`src/rtl/mpc_pkg.sv`:
```
// Shared constants and types for the multi-port packet SRAM controller blocks.
package mpc_pkg;

   localparam int MPC_DWIDTH    = 32;
   localparam int MPC_NRAMWIDTH = 5;
   localparam int MPC_AWIDTH    = 13;
   localparam int MPC_ADDRW     = MPC_NRAMWIDTH + MPC_AWIDTH;

   typedef enum logic {
      ARB_UNLOCKED = 1'b0,
      ARB_LOCKED   = 1'b1
   } arb_state_e;

endpackage

```
`src/rtl/mpc_rr_pick.sv`:
```
// Combinational round-robin picker: first set request strictly after rr_ptr_i, wrapping.
module mpc_rr_pick #(
   parameter int NREQ = 4
) (
   input  logic [NREQ-1:0]         req_i,
   input  logic [$clog2(NREQ)-1:0] rr_ptr_i,
   output logic [NREQ-1:0]         gnt_o,
   output logic [$clog2(NREQ)-1:0] idx_o,
   output logic                    any_o
);
   localparam int PW = $clog2(NREQ);

   always_comb begin
      logic [PW-1:0] cand;
      logic          found;
      cand  = '0;
      found = 1'b0;
      gnt_o = '0;
      idx_o = '0;
      for (int k = 1; k <= NREQ; k++) begin
         cand = PW'((int'(rr_ptr_i) + k) % NREQ);
         if (!found && req_i[cand]) begin
            found       = 1'b1;
            gnt_o[cand] = 1'b1;
            idx_o       = cand;
         end
      end
      any_o = found;
   end

endmodule

```
`src/rtl/mpc_sram_port_arb.sv`:
```
// Round-robin arbiter in front of one packed-SRAM port, read data returned one cycle later.
// Burst locking is built only when MPC_ARB_BURST_LOCK_EN is defined.
//
// state        | meaning
// ARB_UNLOCKED | every beat re-arbitrates round-robin
// ARB_LOCKED   | owner keeps the port while it requests, up to MAXBURST beats
module mpc_sram_port_arb
   import mpc_pkg::*;
#(
   parameter int NREQ     = 4,
   parameter int DWIDTH   = MPC_DWIDTH,
   parameter int ADDRW    = MPC_ADDRW,
   parameter int MAXBURST = 16
) (
   input  logic                    clk_in,
   input  logic                    rst_in,
   input  logic [NREQ-1:0]         req_in,
   input  logic [NREQ-1:0]         we_in,
   input  logic [NREQ-1:0]         last_in,
   input  logic [NREQ*ADDRW-1:0]   addr_in,
   input  logic [NREQ*DWIDTH-1:0]  wdata_in,
   output logic [NREQ-1:0]         gnt_out,
   output logic [NREQ-1:0]         rvalid_out,
   output logic [DWIDTH-1:0]       rdata_out,
   output logic                    en_out,
   output logic                    we_out,
   output logic [ADDRW-1:0]        addr_out,
   output logic [DWIDTH-1:0]       d_out,
   input  logic [DWIDTH-1:0]       d_in
);
   localparam int PW = $clog2(NREQ);

   logic [PW-1:0]   rr_ptr_q, rr_ptr_d;
   logic [NREQ-1:0] pick_oh;
   logic [PW-1:0]   pick_idx;
   logic            pick_any;
   logic [NREQ-1:0] gnt;
   logic [PW-1:0]   win_idx;
   logic            win_any;
   logic [NREQ-1:0] rvalid_q;

   mpc_rr_pick #(.NREQ(NREQ)) u_pick (
      .req_i    (req_in),
      .rr_ptr_i (rr_ptr_q),
      .gnt_o    (pick_oh),
      .idx_o    (pick_idx),
      .any_o    (pick_any)
   );

`ifdef MPC_ARB_BURST_LOCK_EN
   localparam int CW = $clog2(MAXBURST);

   arb_state_e    state_q, state_d;
   logic [PW-1:0] owner_q, owner_d;
   logic [CW-1:0] cnt_q, cnt_d;
   logic          hold;

   assign hold = (state_q == ARB_LOCKED) && req_in[owner_q];

   always_comb begin
      gnt     = pick_oh;
      win_idx = pick_idx;
      win_any = pick_any;
      if (hold) begin
         gnt          = '0;
         gnt[owner_q] = 1'b1;
         win_idx      = owner_q;
         win_any      = 1'b1;
      end
   end

   always_comb begin
      state_d  = state_q;
      owner_d  = owner_q;
      cnt_d    = cnt_q;
      rr_ptr_d = rr_ptr_q;
      if (hold) begin
         if (last_in[owner_q] || (cnt_q == CW'(MAXBURST - 1))) begin
            state_d  = ARB_UNLOCKED;
            rr_ptr_d = owner_q;
         end else begin
            cnt_d = cnt_q + 1'b1;
         end
      end else begin
         // An owner that drops its request frees the port in the same cycle.
         state_d = ARB_UNLOCKED;
         if (state_q == ARB_LOCKED) begin
            rr_ptr_d = owner_q;
         end
         if (pick_any) begin
            rr_ptr_d = pick_idx;
            if (!last_in[pick_idx]) begin
               state_d = ARB_LOCKED;
               owner_d = pick_idx;
               cnt_d   = CW'(1);
            end
         end
      end
   end

   always_ff @(posedge clk_in) begin
      if (rst_in) begin
         state_q <= ARB_UNLOCKED;
         owner_q <= '0;
         cnt_q   <= '0;
      end else begin
         state_q <= state_d;
         owner_q <= owner_d;
         cnt_q   <= cnt_d;
      end
   end
`else
   logic unused_cfg;

   assign gnt        = pick_oh;
   assign win_idx    = pick_idx;
   assign win_any    = pick_any;
   assign unused_cfg = ^{last_in, (MAXBURST > 1)};

   always_comb begin
      rr_ptr_d = rr_ptr_q;
      if (pick_any) begin
         rr_ptr_d = pick_idx;
      end
   end
`endif

   always_comb begin
      en_out   = win_any;
      we_out   = 1'b0;
      addr_out = '0;
      d_out    = '0;
      for (int i = 0; i < NREQ; i++) begin
         if (win_any && (win_idx == PW'(i))) begin
            we_out   = we_in[i];
            addr_out = addr_in[i*ADDRW +: ADDRW];
            d_out    = wdata_in[i*DWIDTH +: DWIDTH];
         end
      end
   end

   always_ff @(posedge clk_in) begin
      if (rst_in) begin
         rr_ptr_q <= PW'(NREQ - 1);
         rvalid_q <= '0;
      end else begin
         rr_ptr_q <= rr_ptr_d;
         rvalid_q <= gnt & ~we_in;
      end
   end

   assign gnt_out    = gnt;
   assign rvalid_out = rvalid_q;
   assign rdata_out  = (|rvalid_q) ? d_in : '0;

endmodule

```
`config.mk`:
```
export PLATFORM = sky130hd
export DESIGN_NAME = mpc_sram_port_arb
export DESIGN_NICKNAME = d
export VERILOG_FILES = /design/src/rtl/mpc_pkg.sv /design/src/rtl/mpc_rr_pick.sv /design/src/rtl/mpc_sram_port_arb.sv
export SDC_FILE = /design/constraint.sdc
export NUM_CORES = 1
export LEC_CHECK = 0
export ABC_AREA = 1
export ABC_CLOCK_PERIOD_IN_PS = 4600
export CAP_MARGIN = 25
export CELL_PAD_IN_SITES_DETAIL_PLACEMENT = 1
export CELL_PAD_IN_SITES_GLOBAL_PLACEMENT = 1
export CORE_ASPECT_RATIO = 0.9
export CORE_MARGIN = 5
export CORE_UTILIZATION = 18
export CTS_CLUSTER_DIAMETER = 40
export CTS_CLUSTER_SIZE = 40
export DETAILED_ROUTE_END_ITERATION = 8
export GPL_TIMING_DRIVEN = 0
export PLACE_DENSITY = 0.85
export SYNTH_ARGS = -nofsm -noshare
export SYNTH_HDL_FRONTEND = slang
export SYNTH_HIERARCHICAL = 1
export SYNTH_SLANG_ARGS = --single-unit
```
`constraint.sdc`:
```
create_clock -name clk_in -period 4.6 [get_ports clk_in]
set_input_delay 0.46 -clock clk_in [delete_from_list [all_inputs] [get_ports clk_in]]
set_output_delay 0.46 -clock clk_in [all_outputs]
set_load 0.02 [all_outputs]
```
==> results.toml, run 1 <==
[sta]
setup_violations = 0
final.setup.tns_ps = 0
hold_slack_ps = 606
slew_headroom = 0.754
finalHoldViolCount = 0
rsz0062_at_grt = "no"
slew_viol_final = 0
fmax_mhz = 239
post-route-min-period_ps = 4180
tightest_slew_ps = 368
fin_crit_sh = 0.909
skew_ps = 0.846

[worst_setup_path]
critPathKind = "flop to primary output"
crit_slowest_cell = "clkdlybuf4s50_1"
crit_path_start_kind = "flop"
rr_startpoint = "rr_ptr_q[0]$_SDFFE_PP1P_"
regToRegEndpoint = "rr_ptr_q[1]$_SDFFE_PP1P_"
regToRegSetupSlack_ps = 1810
required_ps = 4140
slowest_delay_ps = 630
crit_chain = "buf_6, inv_8, ha_1, inv_2, nand3_4, nand2_4, nor2_4, buf_6, nand3_1, nand3_1, inv_4, buf_6, buf_2, nand4_1, nand2_1, nand2_1, nand2_1, clkdlybuf4s50_1"
cp.arrival_ps = 3720
r2r.worst_path.cells = 14
worstPathMaxFanout = 13
end_kind = "primary output"

[job]
max_cap_viol_count = 0

[routing]
antenna_left = 0
vias_per_cell = 4.34
vias = 5531
routed_wl_mm = 20.4
wl_per_cell_microns = 16.0
dr.pass1.iters = 4
drc = 0
first_iter_violations = 210

[place]
gp_congestion = 0.852
dpl_cell_area_sq_mm = 0.00700
port-buffer-count = 333
dp.cells = 1271
place_hpwl_mm = 17.2

[worst_hold_path]
min_from = "rr_ptr_q[0]$_SDFFE_PP1P_"
hold_class = "flop to flop"
min_to = "rr_ptr_q[0]$_SDFFE_PP1P_"
holdPathStages = 2

[clocking]
clock-sinks = 6
numCtsBuffers = 3
insertion_delay_ps = 230
cts_tree = "yes"
postCtsSetupRepairBufs = 0
cts_root_buf = "clkbuf_16"
postCtsHoldBufs = 0
clk_pin_slew_ps = 30
htree_levels = 1
cts.path.max_buffers = 2

[synth]
synth_area_leader_cell = "nand2_1"
yosysSeqAreaShare = 0.0358
synth.distinct_cells = 22
synth.area.top_cells = "nand2_1 42%, inv_1 12%, nand4_1 11%"
postSynthCellCount = 693
yosysWarnings = 6
syn_avg_cell_area_sq_um = 4.85
synth_top_area_frac = 0.418
synthesis.area_sq_mm = 0.00336
synth.ff_latch_count = 6
synth_nets = 947

[floorplan]
fp-row-count = 47
core_region_area_sq_mm = 0.0183
die_w_microns = 154
start_util = 0.183
die_height_microns = 140
ios = 338
die-area_sq_mm = 0.0215

[global_routing]
grt_pass1_wl_mm = 30.9
gr-total-overflow = 0
grt_max_degree = 14
grt_pass1_vias = 5784
grt_usage = 0.177
antenna_found_initial = 0

[final_layout]
n_antenna_cell = 0
drive_above_1_share = 0.0641
instances_no_fill = 1274
fin_area_sq_mm = 0.00707
area_delta_synth_final_pct = 111
final_nets = 1285

[run_status]
outcome = "finished clean"
==> synth_stat cells (all sizes together) <==
cell type / instances
nand2: 383
nand4: 57
clkbuf: 6
o21ai: 1
a21boi: 36
dfxtp: 6
buf: 40
ha: 8
nand3: 23
nor2: 12
a21oi: 9
inv: 112
==> cells by family after synthesis <==
logic type / share of synthesized area
adder cells (fa/ha/maj): 0.0298
AND/OR/NAND/NOR: 0.618
buffers and inverters: 0.221
AO/OA/AOI/OAI: 0.0954
flip-flops: 0.0358
==> critical path, delay by kind of cell (launching register included) <==
kind / cells / cell delay, ps
AND/OR/NAND/NOR: 9 / 850
flip-flops: 1 / 460
buffers and inverters: 8 / 1800
adder cells (fa/ha/maj): 1 / 360
==> worst max-delay path by stage <==
stage	startpoint	end	slack [ps]	depth (start not counted)
after floorplan	rr_ptr_q[1]$_SDFFE_PP1P_	d_out[28]	1580	16
after global placement	rr_ptr_q[1]$_SDFFE_PP1P_	addr_out[12]	460	17
after CTS	rr_ptr_q[1]$_SDFFE_PP1P_	addr_out[12]	190	17
after detailed placement	rr_ptr_q[1]$_SDFFE_PP1P_	addr_out[12]	440	17
after global routing	rr_ptr_q[0]$_SDFFE_PP1P_	d_out[10]	110	16
final	rr_ptr_q[0]$_SDFFE_PP1P_	addr_out[12]	420	18
==> placed cells by master, fill, tap and decap left out <==
cell and n:
inv_2 4, buf_6 12, buf_2 23, inv_4 1
nand2_2 5, nand2_4 4, nor2_8 2, o21ai_0 1
clkbuf_1 6, inv_8 1, nand2_1 374, buf_4 5
inv_1 106, ha_1 8, nand3_4 2, a21oi_1 9
nand4_1 57, a21boi_0 36, dfxtp_2 1, clkdlybuf4s50_1 333
dfxtp_1 5, nor2_4 3, nand3_1 21, clkbuf_16 3
nor2_1 7
==> what timing repair did <==
action                                  CTS  global route
resized for setup                         0             1
hold endpoints to repair                  0             0
endpoints found under the setup margin    0            13
==> flip-flops by register name, indices dropped and copies added, names as in the netlist <==
register	count
rr_ptr_q	2
rvalid_out	4
==> layout make-up <==
cell class	count	area [sq um]
clock buffers	3	75.1
inverters	112	430
plain buffers	46	310
multi-input cells	529	2500
flip-flops and latches	6	121
fillers	2424	11300
repair buffers	333	3330
well taps	245	307
==> layer usage <==
| layer | up-vias | global-route usage | wire length, microns |
|---|---|---|---|
| met1 | 2476 | 0.200 | 7910 |
| met5 | - | 0 | 0 |
| li1 | 2793 | - | - |
| met2 | 232 | 0.332 | 10300 |
| met4 | 0 | 0.0395 | 418 |
| met3 | 30 | 0.0450 | 1740 |
==> through the flow <==
stage,setup WS (ps),utilization
2_1_floorplan,1580,-
3_3_place_gp,457,0.381
3_5_place_dp,438,0.381
4_1_cts,189,0.386
5_1_grt,112,0.386
6_report,418,0.386
Power of run 1 is left out: the tool's default activity adds up to more than one toggle a clock period on the data nets, which glitch-free logic cannot reach.
==> run 2: changes to the inputs <==
==> constraint.sdc (replaced) <==
create_clock -name clk_in -period 4.6 [get_ports clk_in]
set_input_delay 0.46 -clock clk_in [delete_from_list [all_inputs] [get_ports clk_in]]
set_output_delay 0.46 -clock clk_in [all_outputs]
set_load 0.005 [all_outputs]
==> run 2 against run 1 <==
Compared with the run above:
- critical path depth shrank 3
- critical endpoint unchanged
- cell area about the same
- clock skew stayed put
- via count is the same
- core utilization about the same
- register-to-register slack got worse by 160 ps
- non-clock buffer count stayed put
- global-route usage stayed put
==> results.toml, run 2 (synthesis gave the netlist of run 1 again) <==
[pwr]
p_int_mw = 3.33
total_power_mw = 6.89
p_leak_nw = 3.55
power_density_mw_per_mm2 = 975
swShare = 0.518
p_switching_mw = 3.57
seq_power_share = 0.014
pwr-share-comb = 0.966
pwr-share-clk = 0.020
vdd_drop_max_v = 0.000452

[global_routing]
gr-total-overflow = 0
grt_usage = 0.177
grt_pass1_wl_mm = 30.9
grt_max_degree = 14
grt_pass1_vias = 5784
antenna_found_initial = 0

[sta]
slew_viol_final = 0
setup_violations = 0
tightest_slew_ps = 411
rsz0062_at_grt = "no"
hold_slack_ps = 606
setup_ws_ps = 356
final.setup.tns_ps = 0
fin_crit_sh = 0.923
post-route-min-period_ps = 4240
slew_headroom = 0.725
skew_ps = 0.846
finalHoldViolCount = 0
fmax_mhz = 236

[worst_setup_path]
regToRegSetupSlack_ps = 1650
required_ps = 4140
r2r.worst_path.cells = 13
end_kind = "primary output"
crit_path_start_kind = "flop"
critPathKind = "flop to primary output"
worstPathMaxFanout = 10
cp.arrival_ps = 3780

[floorplan]
ios = 338
core_region_area_sq_mm = 0.0183
die_w_microns = 154
die_height_microns = 140
fp-row-count = 47
start_util = 0.183
die-area_sq_mm = 0.0215

[final_layout]
drive_above_1_share = 0.0632
final_common_cell = "nand2_1"
area_delta_synth_final_pct = 111
fill_cells = 2425
largest_reg_flops = 4
final_nets = 1285
final_cell_mix = "374 x nand2_1, 333 x clkdlybuf4s50_1, 106 x inv_1"
fin_util = 0.386
fin_area_sq_mm = 0.00707
n_antenna_cell = 0
instances_no_fill = 1274

[place]
dpl_cell_area_sq_mm = 0.00700
gp_congestion = 0.852
place_hpwl_mm = 17.2
dp_slack_ps = 540
port-buffer-count = 333
dp.cells = 1271

[routing]
vias = 5531
vias_per_cell = 4.34
antenna_left = 0
dr.pass1.iters = 4
wl_per_cell_microns = 16.0
drc = 0
first_iter_violations = 210
routed_wl_mm = 20.4

[clocking]
postCtsSetupRepairBufs = 0
cts.path.max_buffers = 2
numCtsBuffers = 3
clk_pin_slew_ps = 30
post_cts_resized = 0
postCtsHoldBufs = 0
cts_tree = "yes"
htree_levels = 1
clock-sinks = 6
cts_root_buf = "clkbuf_16"
insertion_delay_ps = 230

[job]
max_cap_viol_count = 0

[worst_hold_path]
hold_class = "flop to flop"
holdPathStages = 2

[run_status]
outcome = "finished clean"
[run 2: final cells by class]
| type | instances | area (sq um) | share of cell area |
|---|---|---|---|
| multi-input cells | 529 | 2500 | 0.353 |
| plain buffers | 46 | 310 | 0.0439 |
| well taps | 245 | 307 | 0.0433 |
| repair buffers | 333 | 3330 | 0.471 |
| flip-flops and latches | 6 | 120 | 0.0170 |
| inverters | 112 | 430 | 0.0609 |
| clock buffers | 3 | 75.1 | 0.0106 |
[run 2: path summary, 6_finish.rpt]
kind | start | end
setup / recovery | rr_ptr_q[1]$_SDFFE_PP1P_ | addr_out[12]
hold / removal | rr_ptr_q[0]$_SDFFE_PP1P_ | rr_ptr_q[0]$_SDFFE_PP1P_
setup reg to reg | rr_ptr_q[1]$_SDFFE_PP1P_ | rr_ptr_q[1]$_SDFFE_PP1P_
hold reg to reg | rr_ptr_q[0]$_SDFFE_PP1P_ | rr_ptr_q[0]$_SDFFE_PP1P_
[run 2: worst max-delay path, cell delays in order (launching register included)]
cell,delay [ps]
dfxtp_1,560
inv_1,280
ha_1,440
inv_2,90
nand3_1,110
nand2_2,130
inv_2,140
a21oi_1,80
a21oi_1,120
buf_4,230
nand2_2,110
nor2_4,240
buf_2,330
nand2_1,80
nand2_1,70
clkdlybuf4s50_1,530
[run 2: power by group through the flow]
stage / Combinational [mW] / Clock, mW / Sequential [mW]
after floorplan: 3.39 / 0 / 0.0899
after global placement: 6.68 / 0 / 0.0959
after detailed placement: 6.79 / 0 / 0.0975
after CTS: 6.83 / 0.144 / 0.0973
after global routing: 7.40 / 0.149 / 0.100
final: 6.66 / 0.141 / 0.0969
[run 2: per-layer routing]
| layer | vias up | track usage | wire length [microns] | part of all wire |
|---|---|---|---|---|
| li1 | 2793 | - | - | - |
| met1 | 2476 | 0.200 | 7910 | 0.39 |
| met2 | 232 | 0.332 | 10300 | 0.51 |
| met3 | 30 | 0.0450 | 1740 | 0.085 |
| met4 | 0 | 0.0395 | 418 | 0.020 |
| met5 | - | 0 | 0 | 0 |
(Power assumes the default switching activity.)
==> run 3: changes to the inputs <==
--- a/config.mk
+++ b/config.mk
@@ -6,7 +6,7 @@
 export NUM_CORES = 1
 export LEC_CHECK = 0
 export ABC_AREA = 1
-export ABC_CLOCK_PERIOD_IN_PS = 4600
+export ABC_CLOCK_PERIOD_IN_PS = 5000
 export CAP_MARGIN = 25
 export CELL_PAD_IN_SITES_DETAIL_PLACEMENT = 1
 export CELL_PAD_IN_SITES_GLOBAL_PLACEMENT = 1
@@ -16,7 +16,6 @@
 export CTS_CLUSTER_DIAMETER = 40
 export CTS_CLUSTER_SIZE = 40
 export DETAILED_ROUTE_END_ITERATION = 8
-export GPL_TIMING_DRIVEN = 0
 export PLACE_DENSITY = 0.85
 export SYNTH_ARGS = -nofsm -noshare
 export SYNTH_HDL_FRONTEND = slang
==> constraint.sdc (replaced) <==
create_clock -name clk_in -period 5 [get_ports clk_in]
set_input_delay 0.5 -clock clk_in [delete_from_list [all_inputs] [get_ports clk_in]]
set_output_delay 0.5 -clock clk_in [all_outputs]
set_load 0.005 [all_outputs]
==> run 3 against run 2 <==
Compared with the run above:
- critical endpoint is now d_out[31]
- global-route usage decreased by 1.5 points
- routed wire length fell by 9.2%
- hold slack better by 150 ps
- flip-flop and latch count unchanged
- non-clock buffer count shrank 35
- cell area fell by 2.7%
- via count decreased by 3.5%
- final cell count shrank 2.7%
==> results.toml, run 3 (synthesis gave the netlist of run 1 again) <==
[sta]
final.setup.tns_ps = 0
fmax_mhz = 216
setup_violations = 0
slew_headroom = 0.484
skew_ps = 3.90
post-route-min-period_ps = 4640
slew_viol_final = 0
fin_crit_sh = 0.928
rsz0062_at_grt = "no"
finalHoldViolCount = 0
tightest_slew_ps = 774

[pwr]
swShare = 0.521
seq_power_share = 0.015
pwr-share-comb = 0.963
pwr-share-clk = 0.022
p_switching_mw = 3.07
p_int_mw = 2.82
power_density_mw_per_mm2 = 855
p_leak_nw = 3.42
total_power_mw = 5.88
vdd_drop_max_v = 0.000440

[final_layout]
multi_input_area_sq_mm = 0.00251
n_antenna_cell = 0
final_nets = 1250
final_cell_mix = "374 x nand2_1, 333 x clkdlybuf4s50_1, 106 x inv_1"
final_common_cell = "nand2_1"
fill_cells = 2392
largest_reg_flops = 4
area_delta_synth_final_pct = 105
instances_no_fill = 1239
drive_above_1_share = 0.0372
seqCellArea_sq_um = 120

[clocking]
cts.path.max_buffers = 2
htree_levels = 1
insertion_delay_ps = 230
clock-sinks = 6
cts_tree = "yes"
cts_root_buf = "clkbuf_16"
clk_pin_slew_ps = 40
numCtsBuffers = 3
postCtsHoldBufs = 0

[routing]
drc = 0
vias_per_cell = 4.31
wl_per_cell_microns = 15.0
vias = 5340
antenna_left = 0
first_iter_violations = 169
routed_wl_mm = 18.5
dr.pass1.iters = 6

[floorplan]
die_height_microns = 140
start_util = 0.183
die_w_microns = 154
fp-row-count = 47
die-area_sq_mm = 0.0215
core_region_area_sq_mm = 0.0183
ios = 338

[worst_setup_path]
crit_chain = "inv_1, ha_1, inv_2, nand3_1, nand2_2, inv_2, a21oi_1, a21oi_4, buf_4, nor2_8, nand2_1, nand2_1, nand2_1, nand2_1, clkdlybuf4s50_1"
worstPathMaxFanout = 51
slowest_delay_ps = 640
required_ps = 4500
cp.arrival_ps = 4140
crit_slowest_cell = "nor2_8"
path_common_cell = "nand2_1"
crit_path_start_kind = "flop"
end_kind = "primary output"
critPathKind = "flop to primary output"

[run_status]
outcome = "finished clean"

[global_routing]
grt_max_degree = 77
grt_usage = 0.162
grt_pass1_wl_mm = 29.1
gr-total-overflow = 0
antenna_found_initial = 0
grt_pass1_vias = 5512

[worst_hold_path]
hold_class = "flop to flop"

[place]
gp_congestion = 0.841
place_hpwl_mm = 15.1
dp.cells = 1236
port-buffer-count = 333

[job]
max_cap_viol_count = 0
## run 3: changes by cell type in the layout (fill, tap and decap cells not counted)
cell	delta
a21oi_1	-1
a21oi_4	+1
buf_12	+2
buf_2	-23
buf_4	+4
buf_6	-12
clkbuf_1	-6
inv_4	-1
inv_6	+1
## run 3: path summary, 6_finish.rpt
path / start / endpoint / slack [ps] / cells past startpoint
max reg2reg: rr_ptr_q[1]$_SDFFE_PP1P_ / rr_ptr_q[1]$_SDFFE_PP1P_ / 2090 / 10
max: rr_ptr_q[1]$_SDFFE_PP1P_ / d_out[31] / 360 / 15
min: rr_ptr_q[0]$_SDFFE_PP1P_ / rr_ptr_q[0]$_SDFFE_PP1P_ / 750 / 3
min reg2reg: rr_ptr_q[0]$_SDFFE_PP1P_ / rr_ptr_q[0]$_SDFFE_PP1P_ / 750 / 3
## run 3: what timing repair did
item	in CTS	in global routing
setup endpoints to repair	0	8
setup buffers	0	0
resized for setup	0	1
## run 3: routing by layer
layer  routed length (microns)  global-route usage  up-vias
met5                         0                   0        -
met4                       176              0.0242        0
met3                      1500              0.0404       10
met2                      9560               0.310      214
met1                      7300               0.184     2398
li1                          -                   -     2718
## run 3: power groups by stage
stage	combinational, mW	sequential, mW	clock [mW]
after CTS	5.85	0.0873	0.134
after global placement	5.70	0.0861	0
final	5.67	0.0873	0.131
after global routing	6.33	0.0897	0.138
after detailed placement	5.82	0.0876	0
after floorplan	3.12	0.0827	0
## run 3: layout make-up
| type | instances | area share |
|---|---|---|
| well taps | 245 | 0.0445 |
| flip-flops and latches | 6 | 0.0174 |
| inverters | 112 | 0.0629 |
| clock buffers | 3 | 0.0109 |
| repair buffers | 344 | 0.500 |
| multi-input cells | 529 | 0.364 |
## run 3: critical path: cells and delay by family, from the launching register on
kind            cells  cell delay, ps
compound gates      2             310
fa+ha+maj           1             410
buf+inv             5            1300
flops               1             560
simple gates        7            1270
## run 3: per-stage QoR
stage          setup WS (ps)  hold WS, ps  utilization  cell area (sq um)
6_report                 360          753        0.375               6880
5_1_grt                 24.1          797        0.375               6880
2_1_floorplan           2180          522            -               3360
3_3_place_gp             628          719        0.371               6810
3_5_place_dp             504          751        0.371               6810
4_1_cts                  230          760        0.375               6880
